$ cat config.mk
export PLATFORM = sky130hd
export DESIGN_NAME = mult_div_unit
export DESIGN_NICKNAME = d
export VERILOG_FILES = /design/src/rtl/mult_div_unit_pkg.sv /design/src/rtl/mdu_div_core.sv /design/src/rtl/mult_div_unit.sv
export SDC_FILE = /design/constraint.sdc
export NUM_CORES = 1
export LEC_CHECK = 0
export ABC_CLOCK_PERIOD_IN_PS = 6600
export CORE_UTILIZATION = 46
export CTS_CLUSTER_DIAMETER = 150
export DETAILED_ROUTE_END_ITERATION = 10
export GPL_ROUTABILITY_DRIVEN = 1
export PLACE_DENSITY = 0.66
export SLEW_MARGIN = 20
export SYNTH_ARGS = -nofsm -noshare
export SYNTH_HDL_FRONTEND = slang
export SYNTH_SLANG_ARGS = --single-unit
$ cat constraint.sdc
create_clock -name clk -period 6.6 [get_ports clk]
set_clock_uncertainty 0.15 [all_clocks]
set_input_delay 0.99 -clock clk [delete_from_list [all_inputs] [get_ports clk]]
set_output_delay 0.99 -clock clk [all_outputs]
set_load 0.02 [all_outputs]
$ cat src/rtl/mult_div_unit_pkg.sv
// rtl/mult_div_unit_pkg.sv - function codes, MDU state enum and sign helper (shared by MDU_FAST_MULT_EN builds)
package mult_div_unit_pkg;

  localparam logic [5:0] FUNCT_MFHI  = 6'h10;
  localparam logic [5:0] FUNCT_MTHI  = 6'h11;
  localparam logic [5:0] FUNCT_MFLO  = 6'h12;
  localparam logic [5:0] FUNCT_MTLO  = 6'h13;
  localparam logic [5:0] FUNCT_MULT  = 6'h18;
  localparam logic [5:0] FUNCT_MULTU = 6'h19;
  localparam logic [5:0] FUNCT_DIV   = 6'h1A;
  localparam logic [5:0] FUNCT_DIVU  = 6'h1B;

  localparam int CNT_W = 5;

  typedef enum logic [1:0] {
    ST_IDLE = 2'd0,
    ST_ITER = 2'd1,
    ST_FIX  = 2'd2
  } mdu_state_t;

  // Magnitude of a value, treating it as two's complement only for signed ops.
  function automatic logic [31:0] abs32(input logic [31:0] v, input logic sgn);
    return (sgn && v[31]) ? (~v + 32'd1) : v;
  endfunction

endpackage

$ cat src/rtl/mdu_div_core.sv
// rtl/mdu_div_core.sv - unsigned restoring divide, one quotient bit per step
module mdu_div_core (
  input  logic        clk,
  input  logic        reset,
  input  logic        load,
  input  logic        step,
  input  logic [31:0] dividend,
  input  logic [31:0] divisor,
  output logic [31:0] quo,
  output logic [31:0] rem
);

  logic [31:0] dvs;
  logic [32:0] shifted;
  logic [32:0] diff;

  // Trial subtract of the divisor from the partial remainder with the next dividend bit shifted in.
  // The partial remainder is always below the divisor, so bit 32 of diff is a clean borrow flag.
  always_comb begin
    shifted = {rem, quo[31]};
    diff    = shifted - {1'b0, dvs};
  end

  // Remainder/quotient shift registers: keep the difference when it did not borrow.
  always_ff @(posedge clk) begin
    if (reset) begin
      rem <= '0;
      quo <= '0;
      dvs <= '0;
    end else if (load) begin
      rem <= '0;
      quo <= dividend;
      dvs <= divisor;
    end else if (step) begin
      if (!diff[32]) begin
        rem <= diff[31:0];
        quo <= {quo[30:0], 1'b1};
      end else begin
        rem <= shifted[31:0];
        quo <= {quo[30:0], 1'b0};
      end
    end
  end

endmodule

$ cat src/rtl/mult_div_unit.sv
// rtl/mult_div_unit.sv - HI/LO multiply/divide unit; MDU_FAST_MULT_EN selects single-cycle multiply
module mult_div_unit
  import mult_div_unit_pkg::*;
#(
  parameter int ITERATIONS = 32
) (
  input  logic        clk,
  input  logic        reset,
  input  logic        start,
  input  logic [5:0]  fncode,
  input  logic [31:0] op_a,
  input  logic [31:0] op_b,
  output logic        busy,
  output logic        done,
  output logic [31:0] hi,
  output logic [31:0] lo,
  output logic [31:0] result
);

  mdu_state_t state, next_state;

  logic            is_mul, is_div, is_signed_f;
  logic            latch_ops, do_step, fix_wr, mthi_wr, mtlo_wr, dz_wr, fast_wr, done_next;
  logic            op_is_div, neg_res, neg_rem;
  logic [CNT_W-1:0] cnt;
  logic [31:0]     mcand;
  logic [63:0]     prod;
  logic [32:0]     mul_sum;
  logic [31:0]     div_quo, div_rem;
  logic [31:0]     abs_a, abs_b;
  logic [63:0]     prod_fix;
  logic [31:0]     quo_fix, rem_fix;

  // Instruction decode and operand magnitudes.
  always_comb begin
    is_mul      = (fncode == FUNCT_MULT) || (fncode == FUNCT_MULTU);
    is_div      = (fncode == FUNCT_DIV)  || (fncode == FUNCT_DIVU);
    is_signed_f = (fncode == FUNCT_MULT) || (fncode == FUNCT_DIV);
    abs_a       = abs32(op_a, is_signed_f);
    abs_b       = abs32(op_b, is_signed_f);
  end

`ifdef MDU_FAST_MULT_EN
  logic [63:0] fast_prod;
  // Full 64x64 product truncated to 64 bits is exact for sign- or zero-extended 32-bit operands.
  always_comb begin
    fast_prod = {{32{is_signed_f & op_a[31]}}, op_a} * {{32{is_signed_f & op_b[31]}}, op_b};
  end
`endif

  // State register.
  always_ff @(posedge clk) begin
    if (reset) state <= ST_IDLE;
    else       state <= next_state;
  end

  // Next state and per-cycle control strobes.
  always_comb begin
    next_state = state;
    latch_ops  = 1'b0;
    do_step    = 1'b0;
    fix_wr     = 1'b0;
    mthi_wr    = 1'b0;
    mtlo_wr    = 1'b0;
    dz_wr      = 1'b0;
    fast_wr    = 1'b0;
    case (state)
      ST_IDLE: begin
        if (start) begin
          if (is_mul) begin
`ifdef MDU_FAST_MULT_EN
            fast_wr    = 1'b1;
`else
            latch_ops  = 1'b1;
            next_state = ST_ITER;
`endif
          end else if (is_div) begin
            if (op_b == 32'd0) begin
              dz_wr = 1'b1;
            end else begin
              latch_ops  = 1'b1;
              next_state = ST_ITER;
            end
          end else if (fncode == FUNCT_MTHI) begin
            mthi_wr = 1'b1;
          end else if (fncode == FUNCT_MTLO) begin
            mtlo_wr = 1'b1;
          end
        end
      end
      ST_ITER: begin
        do_step = 1'b1;
        if (cnt == CNT_W'(ITERATIONS - 1)) next_state = ST_FIX;
      end
      ST_FIX: begin
        fix_wr     = 1'b1;
        next_state = ST_IDLE;
      end
      default: next_state = ST_IDLE;
    endcase
    done_next = fix_wr | mthi_wr | mtlo_wr | dz_wr | fast_wr;
  end

  // Shift-add multiplier step: add multiplicand into the upper half when the low bit is set, then shift right.
  always_comb begin
    mul_sum = {1'b0, prod[63:32]} + (prod[0] ? {1'b0, mcand} : 33'd0);
  end

  // Operand latch, sign flags, step counter and product register.
  always_ff @(posedge clk) begin
    if (reset) begin
      op_is_div <= 1'b0;
      neg_res   <= 1'b0;
      neg_rem   <= 1'b0;
      cnt       <= '0;
      mcand     <= '0;
      prod      <= '0;
    end else if (latch_ops) begin
      op_is_div <= is_div;
      neg_res   <= is_signed_f & (op_a[31] ^ op_b[31]);
      neg_rem   <= is_signed_f & op_a[31];
      cnt       <= '0;
      mcand     <= abs_a;
      prod      <= {32'd0, abs_b};
    end else if (do_step) begin
      cnt <= cnt + CNT_W'(1);
      if (!op_is_div) prod <= {mul_sum, prod[31:1]};
    end
  end

  mdu_div_core u_div_core (
    .clk      (clk),
    .reset    (reset),
    .load     (latch_ops & is_div),
    .step     (do_step & op_is_div),
    .dividend (abs_a),
    .divisor  (abs_b),
    .quo      (div_quo),
    .rem      (div_rem)
  );

  // Sign correction: truncating division, so the remainder follows the dividend.
  always_comb begin
    prod_fix = neg_res ? -prod : prod;
    quo_fix  = neg_res ? -div_quo : div_quo;
    rem_fix  = neg_rem ? -div_rem : div_rem;
  end

  // Architectural HI/LO registers.
  always_ff @(posedge clk) begin
    if (reset) begin
      hi <= '0;
      lo <= '0;
    end else if (fix_wr) begin
      if (op_is_div) {hi, lo} <= {rem_fix, quo_fix};
      else           {hi, lo} <= prod_fix;
    end else if (dz_wr) begin
      hi <= op_a;
      lo <= 32'hFFFF_FFFF;
    end else if (mthi_wr) begin
      hi <= op_a;
    end else if (mtlo_wr) begin
      lo <= op_a;
`ifdef MDU_FAST_MULT_EN
    end else if (fast_wr) begin
      {hi, lo} <= fast_prod;
`endif
    end
  end

  // Completion pulse, one cycle after HI/LO change.
  always_ff @(posedge clk) begin
    if (reset) done <= 1'b0;
    else       done <= done_next;
  end

  // Busy and combinational read port.
  always_comb begin
    busy   = (state != ST_IDLE);
    result = (fncode == FUNCT_MFHI) ? hi : lo;
  end

endmodule

==> results of run 1 <==
logic make-up after synthesis:
group / count (synthesis) / share of synthesized area
fa+ha+maj: 73 / 0.04906
mux: 73 / 0.04146
flops: 267 / 0.2825
buf+inv: 235 / 0.04668
xor+xnor: 219 / 0.1014
simple gates: 834 / 0.2112
compound gates: 796 / 0.2677
through the flow:
stage	power, W	setup slack [ns]	cells
after CTS	0.003986	1.720	3110
after floorplan	0.001932	2.643	2497
final	0.003973	1.523	3111
after global placement	0.002109	1.176	3052
after global routing	0.004084	1.364	3111
after detailed placement	0.002113	1.091	3052
worst min-delay path, delay by kind of cell, from the launching register on:
family	cells	cell delay [ns]
AOI/OAI and AO/OA	1	0.05
and+or+nand+nor	1	0.05
DFF	1	0.32
state kept, by name, indices dropped and copies added, names as in the netlist:
signal / count
cnt: 5
done: 1
hi: 32
lo: 32
mcand: 32
neg_rem: 1
neg_res: 1
op_is_div: 1
prod: 64
state: 2
u_div_core.dvs: 32
u_div_core.quo: 32
u_div_core.rem: 32
final timing paths:
check / startpoint / end / slack (ns) / depth (start not counted)
setup / recovery: op_b[6] / hi[15] / 1.52 / 13
hold / removal: u_div_core.dvs[21] / u_div_core.dvs[21] / 0.30 / 2
setup reg to reg: u_div_core.quo[31] / u_div_core.rem[9] / 2.11 / 13
hold reg to reg: u_div_core.dvs[21] / u_div_core.dvs[21] / 0.30 / 2
power by group through the flow:
| stage | logic, W | registers [W] | clock network, W |
|---|---|---|---|
| after global placement | 0.000432 | 0.00168 | 0 |
| after CTS | 0.000437 | 0.00164 | 0.00191 |
| after floorplan | 0.000259 | 0.00167 | 0 |
| after global routing | 0.000473 | 0.00164 | 0.00197 |
| final | 0.000446 | 0.00164 | 0.00188 |
| after detailed placement | 0.000435 | 0.00168 | 0 |
cell type report:
type / instances / share of cell area
well taps: 525 / 0.02978
flip-flops and latches: 267 / 0.2424
repair buffers: 199 / 0.08746
multi-input cells: 1995 / 0.5786
inverters: 67 / 0.01140
clock inverters: 20 / 0.01168
clock buffers: 38 / 0.03863
cells in the final DEF (no fill, tap or decap), types with 8 or more instances in the layout:
master	count
o21bai_1	12
a21o_1	35
dfxtp_1	265
nor2b_1	20
xor2_1	105
o41ai_1	21
nor2_1	190
nand4_1	20
clkdlybuf4s50_1	169
a21boi_0	8
mux2_2	33
and2_1	55
mux2i_1	39
buf_4	29
xnor2_1	113
clkbuf_16	31
or3_1	21
a21oi_1	215
o21a_1	14
and3_1	20
ha_1	71
nor3_1	64
nor3b_1	10
o31ai_1	37
nand2_1	271
nand3_1	58
a31oi_1	19
nor4_1	24
nand2b_1	22
or4_1	29
a221oi_1	20
o22ai_1	18
o21ai_0	191
a22oi_1	53
a211oi_1	66
inv_1	67
o211ai_1	38
per-layer routing:
| metal | GRT usage | up-vias |
|---|---|---|
| met3 | 0.05616 | 111 |
| met5 | 0 | - |
| met4 | 0.09701 | 4 |
| met1 | 0.4327 | 9186 |
| li1 | - | 9214 |
| met2 | 0.5153 | 852 |
==> results by group, run 1 <==
Final layout
  – Area grow syn2layout: 16.58%
  – Finished Core Util: 0.5489
  – ANT cells: 0
  – Number of fill cells: roughly 3800
  – Multi-input gate area: around 13000 µm²
  – Share of layout cells above drive strength 1: 0.05723
  – Register area: roughly 5300 µm²
  – Fin nets: 2707
  – Post-Layout Inst Area: ~22000 µm²

Power
  – Sequential Power Share: 0.413
  – Psw: 0.001070 W
  – Clock power frac: 0.474
  – Power Density: 180.1 nW/µm²
  – Switch share: 0.2693
  – Combinational share of power: 0.112
  – Peak VDD IR: 124.3 µV
  – Static Leak: approximately 8.3 nW
  – Cell internal pwr: just under 0.003 W

Yosys
  – Ys flop type: dfxtp_1
  – Synth top area cells: dfxtp_1, a21oi_1, nand2_1, xnor2_1, o21ai_0
  – Distinct cell type count of the synthesized netlist: 70
  – Syn Nets: around 2600
  – Count leader, synth: nand2_1
  – Share of synthesized registers carrying an async set or reset: 0
  – Sequential element share of the synthesized area: 0.2825
  – Syn. warnings: 0
  – EDFF count, synth: 0
  – Syn Inst Count: approximately 2500
  – Register bit count reported by yosys: approximately 270
  – Synth Cell Area: 18920 µm²
  – Mean post-synth cell area: ~7.6 µm²
  – Synth top area share: 0.2825
  – Commonest cells in the netlist: nand2_1, dfxtp_1, a21oi_1, nor2_1, o21ai_0
  – Largest area contributor in the netlist: dfxtp_1

STA
  – Fin Setup TNS: 0 ns
  – Hold Slack: 0.3043 ns
  – Worst slew pin tran: 1.056 ns
  – Final hold violations: 0
  – Final worst-path cycle share: 0.7693
  – Slew Viols, Final: 0
  – Finish-stage setup viols: 0
  – RSZ-0062 raised after global routing: false
  – Fmax achieved: a little under 200 MHz
  – Relative max-transition margin: 0.2954
  – Tmin final: approximately 5 ns

Routing
  – Wl on met1: 30.50 mm
  – Initial drt markers: around 1800
  – Met2 routed WL: 30.83 mm
  – Routed Antenna Nets: 0
  – WL final: about 69 mm
  – # DRC: 0
  – WL met3: approximately 5.8 mm
  – Routed wire per std cell: between 20 and 25 µm
  – Max Used Layer: met5
  – Via count: between 15000 and 20000
  – Drt via density: between 6 and 7
  – Drt pass-1 iters: 8

Clock tree
  – Post-CTS sizing: 0
  – CTS root buffer: clkbuf_16
  – Clk sinks: 267
  – CTS tree: done
  – CTS clk-pin slew, worst paths: 0.06 ns
  – Post-cts hold buffer count: 0
  – Bufs on Longest Clock Path: 3
  – Total CTS buffers: 31
  – Worst-Skew Late Latency: about 0.60 ns
  – Post-CTS setup buffers: 0
  – CTS H-tree lvls: 1

Worst setup path
  – CP peak stage delay: 0.61 ns
  – Critical Path End Type: flop
  – Crit start category: input port
  – Critical-path top delay cell: nor2_1
  – Buffers & Inverters on Critical Path: 4
  – Crit path kind: input port to flop
  – Critical path, cell by cell: clkdlybuf4s50_1 -> or4_1 -> or3_1 -> nor3_1 -> nand4_1 -> buf_4 -> nand2_1 -> a21oi_2 -> buf_4 -> nor2_1 -> buf_4 -> a22oi_1 -> o22ai_1
  – Top delay family on crit path: simple AND/OR/NAND/NOR gates
  – Critical path data required time: 6.94 ns
  – Most used cell, CP: buf_4
  – Crit Path Max Fanout: 34
  – Critical Path AT: approximately 5.4 ns

Floorplan
  – Row cnt: 73
  – Core region area: roughly 40000 µm²
  – Die area: 41950 µm²
  – IO Count: between 150 and 200
  – Die W: between 200 and 250 µm
  – Initial Util: 0.4708
  – Die height: ~200 µm

Global routing
  – Gr usage total: 0.3200
  – Antenna violations before repair: 2
  – Grt ovf: 0
  – Largest net degree at the start of global routing: between 80 and 90
  – First-pass GRT wire length: ~100 mm
  – Number of global-route vias before repair: 17545

Placement
  – Port bufs: between 150 and 200
  – Area post-placement: roughly 21000 µm²
  – DP HPWL: ~53 mm
  – Gpl congestion: about 0.94

Flow run
  – Max-cap viol count: 0

Outcome
  – Status: finished, final reports clean

Hold path
  – Worst Hold Class: flop to flop
(Power assumes the default switching activity.)
==> inputs of run 2 (changes only) <==
--- a/config.mk
+++ b/config.mk
@@ -5,7 +5,7 @@
 export SDC_FILE = /design/constraint.sdc
 export NUM_CORES = 1
 export LEC_CHECK = 0
-export ABC_CLOCK_PERIOD_IN_PS = 6600
+export ABC_CLOCK_PERIOD_IN_PS = 5300
 export CORE_UTILIZATION = 46
 export CTS_CLUSTER_DIAMETER = 150
 export DETAILED_ROUTE_END_ITERATION = 10
==> constraint.sdc (replaced) <==
create_clock -name clk -period 5.3 [get_ports clk]
set_clock_uncertainty 0.15 [all_clocks]
set_input_delay 0.795 -clock clk [delete_from_list [all_inputs] [get_ports clk]]
set_output_delay 0.795 -clock clk [all_outputs]
set_load 0.02 [all_outputs]
==> run 2 against run 1 <==
Against the previous run:
- die area is the same
- sequential share of layout area is 0.12 points lower
- worst setup slack got worse by 0.57 ns
- clock power increased by 27%
- global-route usage fell by 0.088 points
==> results by group, run 2 (same netlist as run 1, synthesis figures left out) <==
Outcome
  – Status: finished, final reports clean

Final layout
  – Share of layout cells above drive strength 1: 0.06089
  – Area grow syn2layout: 17.15%
  – Post-Layout Cell Count: 3120
  – Commonest non-fill, non-tap cell in the layout: nand2_1
  – Max reg flops: 64
  – Finished Core Util: 0.5516
  – Commonest cells after routing, fill and taps aside: nand2_1, dfxtp_1, a21oi_1, nor2_1, o21ai_0
  – ANT cells: 0
  – Fin nets: approximately 2700
  – Biggest register: prod

STA
  – Hold Slack: between 0.3 and 0.4 ns
  – Worst slew pin tran: about 1.1 ns
  – Fmax achieved: approximately 230 MHz
  – Slew Viols, Final: 0
  – Finish-stage setup viols: 0
  – Fin Setup TNS: 0 ns
  – Final worst-path cycle share: 0.8204
  – Relative max-transition margin: 0.2485
  – Final hold violations: 0
  – Tmin final: approximately 4.3 ns
  – RSZ-0062 raised after global routing: false

Floorplan
  – Row cnt: between 70 and 80
  – Die W: between 200 and 250 µm
  – Die area: about 42000 µm²
  – IO Count: 171
  – Die height: 204.8 µm
  – Core region area: ~40000 µm²
  – Initial Util: 0.4708

Worst setup path
  – Crit path kind: flop to flop
  – Critical-path top delay cell: xor2_4
  – Crit start category: flop
  – Critical path data required time: about 5.6 ns
  – Reg2reg path depth: 13
  – CP Depth: 13
  – CP peak stage delay: ~0.53 ns
  – Top delay family on crit path: compound AO/OA/AOI/OAI gates
  – Critical Path AT: ~4.7 ns
  – Critical Path End Type: flop
  – R2r setup slk: around 0.95 ns
  – Crit Path Max Fanout: 29
  – Critical path, cell by cell: inv_1 -> ha_1 -> fa_1 -> nor2b_1 -> o31a_1 -> a21oi_1 -> o211ai_1 -> a311oi_1 -> nor2_1 -> xor2_4 -> buf_12 -> nor3b_1 -> nor3_1
  – Reg-to-Reg End: u_div_core.rem[14]
  – R2R Path Start: u_div_core.quo[31]
  – Buffers & Inverters on Critical Path: 2

Routing
  – Via count: approximately 20000
  – # DRC: 0
  – Drt via density: approximately 6.3
  – Drt pass-1 iters: 6
  – Initial drt markers: ~1800
  – Routed Antenna Nets: 0
  – WL final: slightly below 70 mm
  – Routed wire per std cell: around 22 µm

Placement
  – Placed insts: slightly above 3000
  – Port bufs: 170
  – Gpl congestion: between 0.9 and 1
  – DP HPWL: 52.15 mm

Clock tree
  – Post-cts hold buffer count: 0
  – Post-CTS sizing: 0
  – CTS tree: done
  – Post-CTS setup buffers: 0
  – Bufs on Longest Clock Path: 3
  – CTS H-tree lvls: 1
  – Clk sinks: between 200 and 300
  – CTS root buffer: clkbuf_16
  – Total CTS buffers: 31
  – CTS clk-pin slew, worst paths: ~0.070 ns
  – Worst-Skew Late Latency: approximately 0.59 ns

Global routing
  – Largest net degree at the start of global routing: about 100
  – Gr usage total: 0.3191
  – First-pass GRT wire length: 104.3 mm
  – Grt ovf: 0
  – Number of global-route vias before repair: 17685
  – Antenna violations before repair: 0

Power
  – Peak VDD IR: ~220 µV
  – Pwr Total: between 0.005 and 0.006 W
  – Static Leak: 8.393 nW
  – Power Density: 226.2 nW/µm²

Hold path
  – Worst Hold Depth: 2
  – Hold_sp: u_div_core.dvs[8]
  – Worst Hold Class: flop to flop
  – Worst hold path endpoint: u_div_core.dvs[8]

Flow run
  – Max-cap viol count: 0
run 2: cell count changes in the layout (fill, tap and decap cells not counted), sizes merged:
cell and change:
bufinv +1, clkinvlp +1, clkbuf -3, clkinv -1, inv +2, buf +9
run 2: power breakdown:
group          total, W  switching (W)  internal (W)
Combinational  0.000574       0.000361      0.000213
Clock           0.00239       0.000967       0.00143
Sequential      0.00205      0.0000223       0.00202
Total           0.00501        0.00135       0.00366
run 2: cell type report:
cell class | count | area, µm²
clock inverters | 23 | 304.0
well taps | 525 | 656.9
flip-flops and latches | 267 | 5348
inverters | 67 | 251.5
clock buffers | 35 | 830.8
multi-input cells | 1995 | 12770
fillers | 3876 | 18020
repair buffers | 208 | 2009
run 2: routing by layer:
metal,wire [µm],global-route usage,vias to the layer above,part of all wire
li1,-,-,9213,-
met1,30150,0.4472,9267,0.44
met2,30440,0.5070,974,0.44
met3,6280,0.03882,125,0.091
met4,1993,0.09781,0,0.029
met5,0,0,-,0
run 2: worst min-delay path, stage by stage, from the launching register on:
cell and delay (ns):
dfxtp_1 0.32, nand2_1 0.04, o21ai_0 0.05
run 2: through the flow:
stage,cell area (µm²),setup WS (ns)
5_1_grt,22170,0.8200
6_report,22170,0.9517
2_1_floorplan,18920,1.538
3_5_place_dp,21030,0.8843
4_1_cts,22170,1.006
3_3_place_gp,21030,0.9564
run 2: how the worst max path moves through the flow:
stage	start	end	slack (ns)
after floorplan	op_b[7]	hi[15]	1.54
after global placement	op_b[6]	u_div_core.dvs[4]	0.96
after detailed placement	op_b[6]	u_div_core.quo[20]	0.88
after CTS	u_div_core.quo[31]	u_div_core.rem[14]	1.01
after global routing	u_div_core.quo[31]	u_div_core.rem[14]	0.82
final	u_div_core.quo[31]	u_div_core.rem[14]	0.95
